$ cat config.mk
export PLATFORM = sky130hd
export DESIGN_NAME = button_events
export DESIGN_NICKNAME = d
export VERILOG_FILES = /design/src/rtl/button_events.sv
export SDC_FILE = /design/constraint.sdc
export NUM_CORES = 1
export LEC_CHECK = 0
export CORE_UTILIZATION = 41
export DETAILED_ROUTE_END_ITERATION = 8
export GPL_ROUTABILITY_DRIVEN = 0
export PLACE_DENSITY_LB_ADDON = 0.15
export SLEW_MARGIN = 20
export SYNTH_ARGS = -nofsm -noshare
export SYNTH_HDL_FRONTEND = slang
export SYNTH_SLANG_ARGS = --single-unit
$ cat constraint.sdc
create_clock -name clk -period 2.3 [get_ports clk]
set_clock_uncertainty 0.15 [all_clocks]
set_input_delay 0.46 -clock clk [delete_from_list [all_inputs] [get_ports clk]]
set_output_delay 0.46 -clock clk [all_outputs]
set_load 0.03 [all_outputs]
$ cat src/rtl/button_events.sv
// button_events: turns a debounced button level into PRESS / RELEASE / LONG /
// REPEAT events, queued in a small show-ahead FIFO drained by valid/ready.
//
// Optional feature: define BUTTON_EVENTS_AUTOREPEAT_EN to emit REPEAT events
// while the button stays held after LONG. Without it LONG_HELD ignores ticks.
//
// Ports:
//   clk       clock, rising edge
//   n_rst     asynchronous active-low reset
//   in        debounced button level, synchronous to clk
//   ev_valid  FIFO head holds an event
//   ev_code   head event: 0 PRESS, 1 RELEASE, 2 LONG, 3 REPEAT
//   ev_ready  consumer pops the head when high with ev_valid
//   held      button currently considered pressed
//   overflow  sticky: an event was dropped on a full FIFO
//   ovf_clr   clears overflow (a same-cycle drop wins)
module button_events #(
  parameter int TICKBITS     = 10,
  parameter int CNTBITS      = 8,
  parameter int LONG_TICKS   = 100,
  parameter int REPEAT_TICKS = 20,
  parameter int DEPTHBITS    = 2
) (
  input  logic       clk,
  input  logic       n_rst,
  input  logic       in,
  output logic       ev_valid,
  output logic [1:0] ev_code,
  input  logic       ev_ready,
  output logic       held,
  output logic       overflow,
  input  logic       ovf_clr
);

  localparam int DEPTH = 1 << DEPTHBITS;
  localparam logic [DEPTHBITS:0]  DEPTH_CNT = (DEPTHBITS+1)'(DEPTH);
  localparam logic [CNTBITS-1:0]  LONG_LAST = CNTBITS'(LONG_TICKS - 1);
`ifdef BUTTON_EVENTS_AUTOREPEAT_EN
  localparam logic [CNTBITS-1:0]  REPEAT_LAST = CNTBITS'(REPEAT_TICKS - 1);
`endif

  // Elaboration-time legality checks on the hold-time parameters.
  if (LONG_TICKS < 1 || LONG_TICKS > (1 << CNTBITS) - 1) begin : g_bad_long
    $error("button_events: LONG_TICKS out of range");
  end
  if (REPEAT_TICKS < 1 || REPEAT_TICKS > (1 << CNTBITS) - 1) begin : g_bad_repeat
    $error("button_events: REPEAT_TICKS out of range");
  end

  typedef enum logic [1:0] {IDLE, PRESSED, LONG_HELD} state_t;
  typedef enum logic [1:0] {EV_PRESS = 2'd0, EV_RELEASE = 2'd1,
                            EV_LONG = 2'd2, EV_REPEAT = 2'd3} ev_t;

  state_t               state, state_next;
  logic                 in_d;
  logic [TICKBITS-1:0]  precnt;
  logic [CNTBITS-1:0]   holdcnt, holdcnt_next;
  logic                 rise, fall, tick;
  logic                 push, precnt_clr;
  ev_t                  push_code;

  logic [1:0]           mem [DEPTH];
  logic [DEPTHBITS-1:0] wr_ptr, rd_ptr;
  logic [DEPTHBITS:0]   count;
  logic                 full, pop, accept, drop;

  assign rise = in & ~in_d;
  assign fall = ~in & in_d;
  assign tick = &precnt;

  always_comb begin
    state_next   = state;
    holdcnt_next = holdcnt;
    push         = 1'b0;
    push_code    = EV_PRESS;
    precnt_clr   = 1'b0;
    case (state)
      IDLE: begin
        if (rise) begin
          push         = 1'b1;
          push_code    = EV_PRESS;
          holdcnt_next = '0;
          precnt_clr   = 1'b1;
          state_next   = PRESSED;
        end
      end
      PRESSED: begin
        if (fall) begin
          push       = 1'b1;
          push_code  = EV_RELEASE;
          state_next = IDLE;
        end else if (tick) begin
          if (holdcnt == LONG_LAST) begin
            push         = 1'b1;
            push_code    = EV_LONG;
            holdcnt_next = '0;
            state_next   = LONG_HELD;
          end else begin
            holdcnt_next = holdcnt + 1'b1;
          end
        end
      end
      LONG_HELD: begin
        if (fall) begin
          push       = 1'b1;
          push_code  = EV_RELEASE;
          state_next = IDLE;
        end
`ifdef BUTTON_EVENTS_AUTOREPEAT_EN
        else if (tick) begin
          if (holdcnt == REPEAT_LAST) begin
            push         = 1'b1;
            push_code    = EV_REPEAT;
            holdcnt_next = '0;
          end else begin
            holdcnt_next = holdcnt + 1'b1;
          end
        end
`endif
      end
      default: state_next = IDLE;
    endcase
  end

  always_ff @(posedge clk or negedge n_rst) begin
    if (!n_rst) begin
      state   <= IDLE;
      in_d    <= 1'b1;
      precnt  <= '0;
      holdcnt <= '0;
      held    <= 1'b0;
    end else begin
      state   <= state_next;
      in_d    <= in;
      precnt  <= precnt_clr ? '0 : precnt + 1'b1;
      holdcnt <= holdcnt_next;
      held    <= (state_next != IDLE);
    end
  end

  // A push into a full FIFO still fits when the head is popped the same cycle.
  assign full     = (count == DEPTH_CNT);
  assign ev_valid = (count != '0);
  assign pop      = ev_valid & ev_ready;
  assign accept   = push & (~full | pop);
  assign drop     = push & full & ~pop;
  assign ev_code  = ev_valid ? mem[rd_ptr] : 2'd0;

  always_ff @(posedge clk or negedge n_rst) begin
    if (!n_rst) begin
      for (int unsigned i = 0; i < DEPTH; i++) mem[i] <= '0;
      wr_ptr   <= '0;
      rd_ptr   <= '0;
      count    <= '0;
      overflow <= 1'b0;
    end else begin
      if (accept) begin
        mem[wr_ptr] <= push_code;
        wr_ptr      <= wr_ptr + 1'b1;
      end
      if (pop) rd_ptr <= rd_ptr + 1'b1;
      case ({accept, pop})
        2'b10:   count <= count + 1'b1;
        2'b01:   count <= count - 1'b1;
        default: count <= count;
      endcase
      if (drop)         overflow <= 1'b1;
      else if (ovf_clr) overflow <= 1'b0;
    end
  end

endmodule

**After elaboration in Yosys (flattened, before gate mapping)**

Cells that the tools add are included.

- Add/subtract/negate cells: 6
- Order comparisons: 3
- Eq/ne operators: 9
- Mux-type cells: 34
- Bitwise gates (word level): 13
- Reductions and logical operators: 9

Operators with widths:

| cell | count |
|---|---|
| $mux W8 | 4 |
| $mux W2 | 12 |
| $pmux W8 S2 | 1 |
| $add A10 B1 Y10 const B | 1 |
| $mux W10 | 1 |
| $reduce_and A10 Y1 | 1 |
| $mux W1 | 9 |
| $add A8 B1 Y8 const B | 1 |
| $bwmux W8 | 1 |
| $eq A8 B7 Y1 const B | 1 |
| $reduce_bool A2 Y1 | 4 |
| $and A1 B1 Y1 | 6 |
| $ge A3 B3 Y1 const B | 2 |
| $ne A2 B2 Y1 const B | 3 |
| $not A2 Y3 | 2 |
| $pmux W2 S3 | 1 |
| $pmux W3 S2 | 1 |
| $add A2 B1 Y2 const B | 2 |
| $bmux W2 S2 | 1 |
| $demux W2 S2 | 1 |
| $eq A2 B1 Y1 const B | 2 |
| $eq A2 B2 Y1 const B | 2 |
| $not A1 Y1 | 4 |
| $pmux W2 S2 | 1 |
| other kinds (10) | 10 |

- Flip-flop bits (word level): 38
- Input port bits: 5
- Output and inout bits: 5
- Word-level logic and storage cells: 87

**Logic depth before layout (Yosys ltp)**

Gate-level depths: netlist of run 1.

- Depth in word-level cells: 8
- Mapped depth: 11
- Mapped depth without buffers: 11

**Worst setup path after synthesis of run 1**

No wires, ideal clock.

- Kind: register to register
- Start: reg count[1]
- End: reg count[2]
- Library setup time: 0.080 ns
- Arrival time: 2.112 ns
- Required time: 2.070 ns
- Path slack: -0.042 ns
- Stages on the path, launching flop included: 9
- Buffers on the path: 0
- Clock period less this slack: 2.342 ns
- Path through: dfrtp_1 or3_1 and2_1 o211ai_1 inv_1 fa_1 and2_1 a2bb2oi_1 xnor2_1

- Word-level cells in the longest chain between the ends: 6
- Elaborated cells on any way between the ends: 12
- Those cells by class: 2 x add/sub; 3 x eq/ne; 1 x mux; 4 x bitwise; 2 x reduce/logical

RTL lines:

| what | RTL line | text |
|---|---|---|
| from (decl) | 64 | `logic [DEPTHBITS:0] count;` |
| from (signal assigned) | 163 | `2'b10: count <= count + 1'b1;` |
| from (signal assigned) | 164 | `2'b01: count <= count - 1'b1;` |
| from (signal assigned) | 165 | `default: count <= count;` |
| $reduce_bool A3 Y1 (*) | 143 | `assign ev_valid = (count != '0);` |
| named net ev_valid | 27 | `output logic ev_valid,` |
| $and A1 B1 Y1 (*) | 144 | `assign pop = ev_valid & ev_ready;` |
| $or A1 B1 Y1 | 145 | `assign accept = push & (~full \| pop);` |
| $and A1 B1 Y1 | 145 |  |
| $eq A2 B1 Y1 / $eq A2 B2 Y1 (equally long branches) | 162 | `case ({accept, pop})` |
| $pmux W3 S2 / $reduce_bool A2 Y1 (equally long branches) | n/a |  |

The timed path passes the listed nets; every way through them passes the cells marked *.
A chain may end at the register's enable or synchronous reset.

**Final worst setup path of run 1**

- Start: reg precnt[5]
- End: reg mem[1] in the netlist's numbering

- Word-level cells in the longest chain between the ends: 5
- Elaborated cells on any way between the ends: 9
- Those cells by class: 7 x mux; 1 x bitwise; 1 x reduce/logical

RTL lines:

| what | RTL line | text |
|---|---|---|
| from (decl) | 56 | `logic [TICKBITS-1:0] precnt;` |
| from (signal assigned) | 135 | `precnt <= precnt_clr ? '0 : precnt + 1'b1;` |
| $reduce_and A10 Y1 (*) | 69 | `assign tick = &precnt;` |
| $mux W1 / $mux W2 (equally long branches) | 92 | `end else if (tick) begin` |
| $mux W1 / $mux W2 (equally long branches) | 88 | `if (fall) begin` |
| $pmux W1 S3 / $pmux W2 S2 (equally long branches) | 77 | `case (state)` |
| $and A1 B1 Y1 / $bwmux W8 (equally long branches) | 145, 158 |  |
| to (signal, indexed assignment) | 158 | `mem[wr_ptr] <= push_code;` |
| to (decl) | 62 | `logic [1:0] mem [DEPTH];` |

Mark *: on every way between the ends. The rest lies on a longest branch, timed or not.

==> results.ini, run 1 <==
[synthesis]
ys_ff_latch = 38
yosysTopAreaCell = dfrtp_1
synth_cell_types = 39
synthXorXnorAreaFrac_pct = 4.83
syn_nets = 207
syn_avg_cell_area_um2 = 10.4
synth_compound_area_share_pct = 10.9
synth_top_area_share_pct = 46.4
netlist_instances = 191
yosysMostFrequentCell = dfrtp_1
yosys_warnings = 0
synth_area_um2 = 2000
ys_async_sr_fraction_pct = 100
synthTopCellsByArea = dfrtp_1 46%, ha_1 6.3%, mux2_1 5.1%, o21ai_0 4.3%, nor2_1 3.8%
seq_area_frac_synth_pct = 47.7
synthMuxAreaShare_pct = 7.34
synth_fa_ha_area_share_pct = 7.27
synth_edf_count = 0
synth_top_family_by_area = simple AND/OR/NAND/NOR gates
ys_top_cells_by_count = 37 x dfrtp_1, 20 x nor2_1, 17 x o21ai_0
synthSimpleGateAreaFrac_pct = 19.5
yosys_most_used_dff = dfrtp_1

[placement]
io_buffers = 9
dp_hpwl_mm = 2.76
place_ws_ns = -0.394

[floorplan]
initial_core_util_pct = 42.5
core_area_um2 = 4690
dieArea_um2 = 5150
die_y_um = 71.8
dieWidth_um = 71.8
pin_count = 10
placementRows = 25

[cts]
ctsHoldBuffers = 0
clockBufferDepth = 2
cts-root-buf = clkbuf_8
clk-insertion-delay-late_ns = 0.29
clock_sinks = 38
cts_tree = yes
cts_max_level = 2
cts_inserted_buffers = 5
cts.clk_slew.worst_paths_ns = 0.08

[worst_setup_path]
critPathKind = reg2reg
critPathArrivalTime_ns = 2.33
crit_path_start_kind = flip-flop
end_kind = flip-flop
r2r_setup_slack_ns = -0.005
critPathMaxFanout = 5
crit_required_ns = 2.32

[grt]
grt_max_degree = 39
grt_pass1_vias = 1406
antenna_found_initial = 0
overflow = 0
grt_usage_pct = 16.3
grt_pass1_wl_mm = 6.42

[flow_run]
drv_cap = 0

[power_and_ir_drop]
vdd_drop_max_mv = 0.528
powerDensity_nw_per_um2 = 1010
p_leak_nw = 1.19

[finish]
nets = 249
layout-drive-gt1-share_pct = 29.5
finish.utilization_pct = 53.9
syn_to_final_growth_pct = 26.8
num_antenna_cells = 0

[routing]
routed_wl_mm = 3.85
dr.pass1.iters = 4
viasPerCell = 5.15
routedWlPerCell_um = 13.4
drt-initial-drc-count = 89
antenna_left = 0
drc = 0
num_vias = 1483

[run_status]
outcome = finished with violations
violations = setup timing

[sta]
max_slew_margin_pct = 68.1
timing.final.crit_share_pct = 100
rsz0062_at_grt = true
fin_crit_ns = 2.31
hold_viol = 0
slew_viol_final = 0
fin_tns_setup_ns = -0.0119
max_freq_ghz = 0.434
tightest_slew_ns = 0.479
setup_violations = 3
setup_ws_ns = -0.00516

[min_path]
hold_path_class = in2async

[per-stage QoR]
stage / std cells / instance area (um2) / hold WS, ns / total power [mW]
floorplan: 191 / 2000 / 0.0144 / 1.57
global placement: 276 / 2330 / 0.323 / 1.88
detailed placement: 276 / 2330 / 0.331 / 1.93
CTS: 286 / 2510 / 0.0795 / 2.56
global route: 288 / 2530 / 0.0990 / 2.74
finish: 288 / 2530 / 0.0587 / 2.56
[registers in the layout, summed over array words and instances, names as in the netlist]
signal and flops:
precnt 10, holdcnt 8, mem 8, count 3, rd_ptr 2, state 2
wr_ptr 2, held 1, in_d 1, overflow 1
[layer usage]
layer | track usage [%] | up-vias | part of all wire, %
met3 | 3.09 | 7 | 2.2
met4 | 7.84 | 0 | 1.8
met5 | 0 | - | 0
met2 | 26.0 | 16 | 47
li1 | - | 740 | -
met1 | 21.5 | 720 | 49
[area by class of cell]
cell class | count | area [um2]
Fill cell | 419 | 2160
Multi-Input combinational cell | 140 | 1060
Sequential cell | 38 | 953
Timing Repair Buffer | 38 | 300
Clock buffer | 8 | 110
Tap cell | 54 | 67.6
Inverter | 10 | 37.5
[placed cells by master (no fill, tap or decap), types with 3 or more instances in the layout]
| cell type | count |
|---|---|
| a21oi_1 | 7 |
| and2_1 | 4 |
| and3_1 | 3 |
| buf_4 | 28 |
| clkbuf_8 | 8 |
| clkdlybuf4s50_1 | 4 |
| dfrtp_1 | 36 |
| ha_1 | 9 |
| inv_1 | 9 |
| mux2_4 | 7 |
| nand2_1 | 14 |
| nand2b_1 | 6 |
| nand3_1 | 3 |
| nor2_1 | 19 |
| nor2b_1 | 3 |
| o21ai_0 | 17 |
| xnor2_1 | 6 |
| xor2_1 | 5 |
[what timing repair did]
action,4_1_cts,5_1_grt
gates resized for setup,21,8
buffers inserted,2,2
endpoints found under the hold margin,0,0
pin swaps,7,5
setup endpoints to repair,13,14
[where the power goes]
part	internal (mW)	switching (mW)
logic	0.548	0.520
clock network	0.303	0.232
registers	0.834	0.122
total	1.69	0.874
[path summary, 6_finish.rpt]
check                      startpoint          to  depth (start not counted)
min reg2reg                holdcnt[7]  holdcnt[7]                          1
max                         precnt[5]      mem[1]                          8
max reg2reg                 precnt[5]      mem[1]                          8
max in group asynchronous       n_rst   rd_ptr[0]                          2
min                             n_rst  holdcnt[4]                          2
min in group clk                   in        in_d                          1
[critical path: stages (launching register included)]
cell and delay [ns]:
dfrtp_1 0.41, nand4_1 0.20, nor3_2 0.27, buf_4 0.16, nand3_2 0.10, a211oi_4 0.33, buf_6 0.19, nand2_2 0.07
mux2_1 0.31
[logic make-up after synthesis]
kind of cell,count (synthesis)
AO/OA/AOI/OAI,35
AND/OR/NAND/NOR,72
XOR/XNOR,11
multiplexers,11
buffers and inverters,13
adder cells (fa/ha/maj),11
flip-flops,38
Note: power is estimated with default switching activity, not from simulation.
==> run 2: changes to the inputs <==
- SLEW_MARGIN: 20 -> 10
==> results of run 2 <==
No change in the layout: final DEF, timing and power equal those of run 1.
==> run 3: changes to the inputs <==
- CORE_ASPECT_RATIO: default -> 1.4
==> run 3 against run 2 <==
The flow now finishes without violations. Critical path depth grew 3. Critical path type unchanged. Highest routed layer unchanged. Largest cell class unchanged. Clock-buffer cell count shrank 3. Register-to-register slack gained 0.03 ns. Clock power grew 4.5%. Core utilization grew 1.7 points. Sequential share of layout area shrank 0.53 points. Power grew 2.2%. Worst hold slack gained 0.064 ns. Fmax grew 1.5%. Sequential power shrank 1%.
==> results.ini, run 3 (synthesized netlist as in run 1, its figures left out) <==
[routing]
drc = 0  ; unchanged
antenna_left = 0  ; unchanged
drt-initial-drc-count = 58  ; -35%
viasPerCell = 5.27  ; +2.4%
routed_wl_mm = 4.23  ; +9.9%
num_vias = 1561  ; +5.3%
routedWlPerCell_um = 14.3  ; +7.0%
dr.pass1.iters = 4  ; unchanged

[grt]
use_met2_pct = 32.8  ; +6.8 points
grt_use_met3_pct = 3.85  ; +0.76 points
grt_usage_pct = 18.6  ; +2.2 points
antenna_found_initial = 0  ; unchanged
overflow = 0  ; unchanged
busiest_layer = met2
grt_pass1_wl_mm = 7.12  ; +11%
grt_pass1_vias = 1629  ; +16%
use_met1_pct = 20.0  ; -1.5 points
grt_max_degree = 39  ; unchanged

[worst_setup_path]
critPathArrivalTime_ns = 2.34  ; about the same
max_stage_delay_ns = 0.43  ; +0.02 ns
critPathMaxFanout = 4  ; -1
critPathKind = reg2reg
crit_slowest_cell = dfrtp_1
end_kind = flip-flop
crit_required_ns = 2.36  ; +0.04 ns
path_cells = inv_2 -> ha_1 -> nor2_2 -> nor2_2 -> nor2_2 -> o211ai_1 -> inv_1 -> fa_2 -> and2_4 -> a2bb2oi_2 -> xnor2_1
crit_path_start_kind = flip-flop
cpMostUsedCell = nor2_2

[finish]
finish.utilization_pct = 55.6  ; +1.7 points
final_common_cell = dfrtp_1
largest_reg_flops = 10  ; unchanged
regMostFlops = precnt
layout-drive-gt1-share_pct = 30.3  ; +0.85 points
syn_to_final_growth_pct = 28.5
nets = 249  ; unchanged
layout_common_cells = 37 x dfrtp_1, 28 x buf_4, 17 x o21ai_0
reg_top3 = precnt x10, holdcnt x8, mem x8
fillers = 436  ; +4.1%
num_antenna_cells = 0  ; unchanged

[sta]
fin_crit_ns = 2.27  ; -0.0330 ns
max_slew_margin_pct = 43.1  ; -25 points
timing.final.crit_share_pct = 98.8  ; -1.4 points
setup_ws_ns = 0.0278  ; +0.0330 ns
max_freq_ghz = 0.440  ; +1.5%
fin_tns_setup_ns = 0  ; +0.0119 ns
setup_violations = 0  ; -3
slew_viol_final = 0  ; unchanged
hold_slack_ns = 0.122  ; +0.0637 ns
tightest_slew_ns = 0.853  ; +0.374 ns
hold_viol = 0  ; unchanged
rsz0062_at_grt = true

[run_status]
outcome = finished, final reports clean

[floorplan]
dieWidth_um = 61.0  ; -15%
die_y_um = 84.6  ; +18%
initial_core_util_pct = 43.3  ; +0.77 points
pin_count = 10  ; unchanged
dieArea_um2 = 5150  ; about the same
core_area_um2 = 4610  ; -1.8%
placementRows = 29  ; +16%

[power_and_ir_drop]
vdd_drop_max_mv = 0.510  ; -3.4%
p_leak_nw = 1.22  ; +2.7%
powerDensity_nw_per_um2 = 1020  ; +0.87%

[placement]
dp_hpwl_mm = 2.99  ; +8.6%
io_buffers = 9  ; unchanged
place_ws_ns = -0.408  ; -0.0140 ns

[cts]
cts.clk_slew.worst_paths_ns = 0.08  ; about the same
cts_tree = yes
clk-insertion-delay-late_ns = 0.29  ; about the same
cts_max_level = 2  ; unchanged
clock_sinks = 38  ; unchanged
clockBufferDepth = 2  ; unchanged
ctsHoldBuffers = 0  ; unchanged
cts-root-buf = clkbuf_8
cts_inserted_buffers = 5  ; unchanged

[flow_run]
drv_cap = 0  ; unchanged

[min_path]
hold_path_class = in2async

run 3: cell type report:
class                   count  area (um2)  share of cell area (%)
clock buffers               5        68.8                    2.68
clock inverters             3        40.0                    1.56
inverters                  10        37.5                    1.46
multi-input cells         140        1090                    42.5
flip-flops and latches     38         952                    37.1
well taps                  62        77.6                    3.03
repair buffers             38         299                    11.7
run 3: layer usage:
metal	routed length, um	vias to the layer above
li1	-	737
met1	1690	774
met2	2260	36
met3	117	14
met4	159	0
met5	0	-
run 3: power by group:
group	switching (mW)	leakage [nW]	internal, mW
registers	0.115	0.500	0.832
clock network	0.239	0.0579	0.319
logic	0.557	0.663	0.552
run 3: worst max-delay path: cells and delay by family (launching register included):
family          cells  cell delay (ns)
compound gates      2             0.35
xor+xnor            1             0.12
fa+ha+maj           2             0.55
buf+inv             2             0.18
flops               1             0.43
simple gates        4             0.41
run 3: what timing repair did:
action / 4_1_cts / 5_1_grt
setup endpoints to repair: 10 / 14
buffers inserted: 5 / 2
pin swaps: 8 / 5
gates resized for setup: 25 / 10
run 3: worst paths after layout:
kind / start / endpoint / slack (ns) / depth (start not counted)
worst max-delay path: state[0] / count[2] / 0.03 / 11
worst min-delay path: n_rst / wr_ptr[0] / 0.12 / 1
worst max register to register: state[0] / count[2] / 0.03 / 11
worst min register to register: count[2] / count[2] / 0.35 / 1
max in group asynchronous: n_rst / holdcnt[0] / 1.34 / 1
min in group clk: in / in_d / 0.33 / 1
run 3: stage by stage:
stage	total power [mW]	area [um2]	cells
final	2.61	2560	296
after global routing	2.80	2560	296
after CTS	2.58	2540	294
after detailed placement	1.92	2320	281
after global placement	1.86	2320	281
after floorplan	1.57	2000	191
